===== src/rtl/mem_a_pkg.sv =====
// Shared constants, element type and helpers for the A staging memory.
// MEM_A_VALID_EN adds a per-row valid output.
package mem_a_pkg;

    localparam int A_BITS_AB = 8;
    localparam int A_DIM     = 8;

    typedef logic signed [A_BITS_AB-1:0] a_elem_t;

    function automatic int row_w(input int dim);
        return (dim < 2) ? 1 : $clog2(dim);
    endfunction

endpackage


===== src/rtl/mem_a_row.sv =====
// One skewed row chain: DIM data stages preceded by ROW skew slots.
// MEM_A_VALID_EN adds a valid bit that travels with every stage.
module mem_a_row
    import mem_a_pkg::*;
#(
    parameter int BITS_AB = A_BITS_AB,
    parameter int DIM     = A_DIM,
    parameter int ROW     = 0
) (
    input  logic                      clk,
    input  logic                      rst_n,
    input  logic                      load,
    input  logic                      shift,
    input  logic signed [BITS_AB-1:0] din [DIM-1:0],
`ifdef MEM_A_VALID_EN
    output logic                      vout,
`endif
    output logic signed [BITS_AB-1:0] dout
);

    localparam int LEN = DIM + ROW;

    logic signed [BITS_AB-1:0] r [LEN-1:0];

    // Load wins over shift so a reloaded row restarts its skew.
    always_ff @(posedge clk or posedge rst_n) begin
        if (rst_n) begin
            for (int j = 0; j < LEN; j++) begin
                r[j] <= '0;
            end
        end else if (load) begin
            for (int j = 0; j < ROW; j++) begin
                r[j] <= '0;
            end
            for (int k = 0; k < DIM; k++) begin
                r[ROW+k] <= din[k];
            end
        end else if (shift) begin
            for (int j = 0; j < LEN - 1; j++) begin
                r[j] <= r[j+1];
            end
            r[LEN-1] <= '0;
        end
    end

    assign dout = r[0];

`ifdef MEM_A_VALID_EN
    logic [LEN-1:0] v;

    always_ff @(posedge clk or posedge rst_n) begin
        if (rst_n) begin
            v <= '0;
        end else if (load) begin
            for (int j = 0; j < LEN; j++) begin
                v[j] <= (j >= ROW);
            end
        end else if (shift) begin
            v <= v >> 1;
        end
    end

    assign vout = v[0];
`endif

endmodule


===== src/rtl/mem_a.sv =====
// A-matrix staging memory feeding a DIM x DIM systolic array, row i skewed by i.
// MEM_A_VALID_EN adds Avalid, marking real data on each row head.
module mem_a
    import mem_a_pkg::*;
#(
    parameter int BITS_AB = A_BITS_AB,
    parameter int DIM     = A_DIM
) (
    input  logic                         clk,
    input  logic                         rst_n,
    input  logic                         en,
    input  logic                         WrEn,
    input  logic signed [BITS_AB-1:0]    Ain  [DIM-1:0],
    input  logic [row_w(DIM)-1:0]        Arow,
`ifdef MEM_A_VALID_EN
    output logic [DIM-1:0]               Avalid,
`endif
    output logic signed [BITS_AB-1:0]    Aout [DIM-1:0]
);

    // Out-of-range Arow matches no row, so the load is dropped.
    logic [DIM-1:0] row_load;

    for (genvar i = 0; i < DIM; i++) begin : g_row
        assign row_load[i] = WrEn && (32'(Arow) == i);

        mem_a_row #(
            .BITS_AB (BITS_AB),
            .DIM     (DIM),
            .ROW     (i)
        ) u_row (
            .clk   (clk),
            .rst_n (rst_n),
            .load  (row_load[i]),
            .shift (en),
            .din   (Ain),
`ifdef MEM_A_VALID_EN
            .vout  (Avalid[i]),
`endif
            .dout  (Aout[i])
        );
    end

endmodule


===== config.mk =====
export PLATFORM = sky130hd
export DESIGN_NAME = mem_a
export DESIGN_NICKNAME = d
export VERILOG_FILES = /design/src/rtl/mem_a_pkg.sv /design/src/rtl/mem_a_row.sv /design/src/rtl/mem_a.sv
export SDC_FILE = /design/constraint.sdc
export NUM_CORES = 1
export LEC_CHECK = 0
export ABC_AREA = 0
export ABC_CLOCK_PERIOD_IN_PS = 55300
export CORE_UTILIZATION = 65
export DETAILED_ROUTE_END_ITERATION = 16
export PLACE_DENSITY = 0.85
export SLEW_MARGIN = 0
export SYNTH_ARGS = -nofsm -noshare
export SYNTH_HDL_FRONTEND = slang
export SYNTH_SLANG_ARGS = --single-unit

===== constraint.sdc =====
create_clock -name clk -period 55.3 [get_ports clk]
set_input_delay 11.06 -clock clk [delete_from_list [all_inputs] [get_ports clk]]
set_output_delay 11.06 -clock clk [all_outputs]
set_load 0.02 [all_outputs]

==> results.yml <==
power:
  powerDensity_nw_per_um2: 39.79
  seqPwrFrac_pct: 48.5
  leakagePower_nw: 18.87
  internal_power_w: 0.001113
  switching_power_w: 0.0004007
  ir_worst_vdd_mv: 0.03255
  clock_power_share_pct: 33.1
  swShare_pct: 26.46
  p_comb_share_pct: 18.4
place:
  post-dp-hpwl_mm: 44.15
  pre_cts_slack_ns: 40.53
  place.gp.congestion: 0.7952
  io_buffer_count: 134
timing:
  fmax_mhz: 70.00
  rsz0062_at_grt: "no"
  worstMarginPinSlew_ns: 1.250
  hold_viol: 0
  drv_slew: 0
  fin_crit_sh_pct: 25.83
  finalClockSkew_ns: 0.02520
  setup_viol: 0
  setup_ws_ns: 41.01
  tns_ns: 0
  relSlewSlack_pct: 16.66
  final.min_clock_period_ns: 14.29
clocking:
  cts.sinks: 736
  cts-resized-gates: 0
  cts_tree: "done"
  cts-buffers-inserted: 75
  path_clk_slew_ns: 0.06
  hold_buffers: 0
  clkLatencyLatePin_ns: 0.61
  clk_path_buf_depth: 3
  post_cts_buffers: 0
  htree_levels: 3
  cts-root-buf: "clkbuf_16"
synthesis:
  ys_types: 21
  yosysWarnings: 0
  netlist_area_um2: 34440
  ys_seq_elements: 736
  syn_inst: 2455
  syn_nets: 2526
  synth_area_per_cell_um2: 14.03
  yosysSeqAreaShare_pct: 53.48
critical_path:
  cp-end-kind: "flip-flop"
  worstPathMaxFanout: 147
  start_kind: "input port"
  arrival_ns: 14.77
  r2r_slack_ns: 54.16
  path_class: "in2reg"
  crit_required_ns: 55.78
floorplan:
  die_w_um: 232.2
  die_area_um2: 53910
  start_util_pct: 66.46
  rows: 83
  die_h_um: 232.2
  core_um2: 51820
  pin_count: 135
min_path:
  hold_class: "reg2reg"
grt:
  grt_pass1_vias: 19950
  grtUsageTotal_pct: 27.64
  grt.overflow.total: 0
  grt_max_degree: 185
  grt_first_pass_wirelength_mm: 115.5
  grt_antenna_before_repair: 6
layout:
  final_common_cell: "mux2_2"
  mostFrequentLayoutCells: "mux2_2, dfrtp_1, mux2i_1, nor2_1, clkdlybuf4s50_1"
  num-nets-final: 2531
  drive_above_1_share_pct: 44.19
  synthToLayoutAreaGrowth_pct: 10.51
routing:
  via_per_inst: 5.924
  drc_errors: 0
  final_antenna_net_count: 0
  routed_wl_mm: 71.80
  wl_per_cell_um: 22.45
  drt-pass1-iter-count: 5
  drt-initial-drc-count: 1591
  vias: 18950
run:
  max_cap_viol_count: 0
run_status:
  outcome: "complete, no violations"
## final timing paths
| kind | from | end | cells past startpoint |
|---|---|---|---|
| max | en | g_row[3].u_row.r[24] | 5 |
| min | g_row[3].u_row.r[12] | g_row[3].u_row.r[12] | 2 |
| min reg2reg | g_row[3].u_row.r[12] | g_row[3].u_row.r[12] | 2 |
| max reg2reg | g_row[5].u_row.r[41] | g_row[5].u_row.r[41] | 2 |
| min in group asynchronous | rst_n | g_row[5].u_row.dout[0] | 2 |
| max in group asynchronous | rst_n | g_row[2].u_row.r[25] | 4 |
## per-layer routing
layer  GRT usage (%)  up-vias  wire (um)
met5               0        -         31
met1           39.99     9871      33070
met3           3.512      104       2502
met2           43.10      332      34340
li1                -     8635          -
met4           9.889        4       1860
## critical path, stage by stage
cell	delay [ns]
buf_8	0.74
buf_4	1.01
buf_4	1.02
mux2_2	0.44
mux2_2	0.26
## cell type report
type                    count  area (um2)
diodes                      4       10.01
clock buffers             114        2277
clock inverters            17       173.9
fillers                  3204       13760
inverters                   1       11.26
multi-input cells        1487       14760
flip-flops and latches    736       18420
well taps                 680       850.8
repair buffers            159        1559
## synthesized netlist by cell type
master | instances | share of area (%)
and4_1 | 1 | 0.025
and4b_1 | 3 | 0.087
and4bb_2 | 1 | 0.036
buf_1 | 2 | 0.022
buf_2 | 127 | 1.8
buf_4 | 65 | 1.4
buf_6 | 1 | 0.033
buf_8 | 6 | 0.26
clkbuf_1 | 30 | 0.33
dfrtp_1 | 736 | 53
inv_1 | 1 | 0.011
mux2_2 | 900 | 29
mux2_4 | 60 | 2.6
mux2i_1 | 224 | 6.5
nand4_2 | 1 | 0.036
nand4b_1 | 3 | 0.076
nand4bb_1 | 3 | 0.098
nor2_1 | 224 | 2.4
nor2b_1 | 64 | 1.2
nor4bb_1 | 2 | 0.058
or4b_1 | 1 | 0.029
## metrics by stage
step           instance area [um2]  std cells  util, %  power (W)  hold WS, ns
2_1_floorplan                34440       2455        -  0.0009364       0.4856
3_3_place_gp                 35600       3063    68.69  0.0009970       0.4994
3_5_place_dp                 35600       3063    68.69   0.001020       0.5048
4_1_cts                      38050       3194    73.42   0.001524       0.5244
5_1_grt                      38060       3198    73.44   0.001584       0.5412
6_report                     38060       3198    73.44   0.001514       0.5196
## power groups by stage
| stage | sequential, W | clock (W) | combinational, W |
|---|---|---|---|
| 6_report | 0.000735 | 0.000501 | 0.000279 |
| 5_1_grt | 0.000746 | 0.000532 | 0.000306 |
| 4_1_cts | 0.000733 | 0.000509 | 0.000282 |
| 3_5_place_dp | 0.000741 | 0 | 0.000278 |
| 3_3_place_gp | 0.000735 | 0 | 0.000262 |
| 2_1_floorplan | 0.000704 | 0 | 0.000232 |
## logic make-up (layout without fill, tap and decap cells)
| family | Yosys count | after routing | synth area share [%] |
|---|---|---|---|
| mux | 1184 | 1184 | 38.55 |
| simple gates | 303 | 303 | 4.051 |
| buf+inv | 232 | 291 | 3.916 |
| other cells | 0 | 4 | 0 |
| flops | 736 | 736 | 53.48 |
## state kept, by name (all words and copies together), names as in the netlist
name / flops
g_row.u_row.dout: 64
g_row.u_row.r: 672
(Power assumes the default switching activity.)
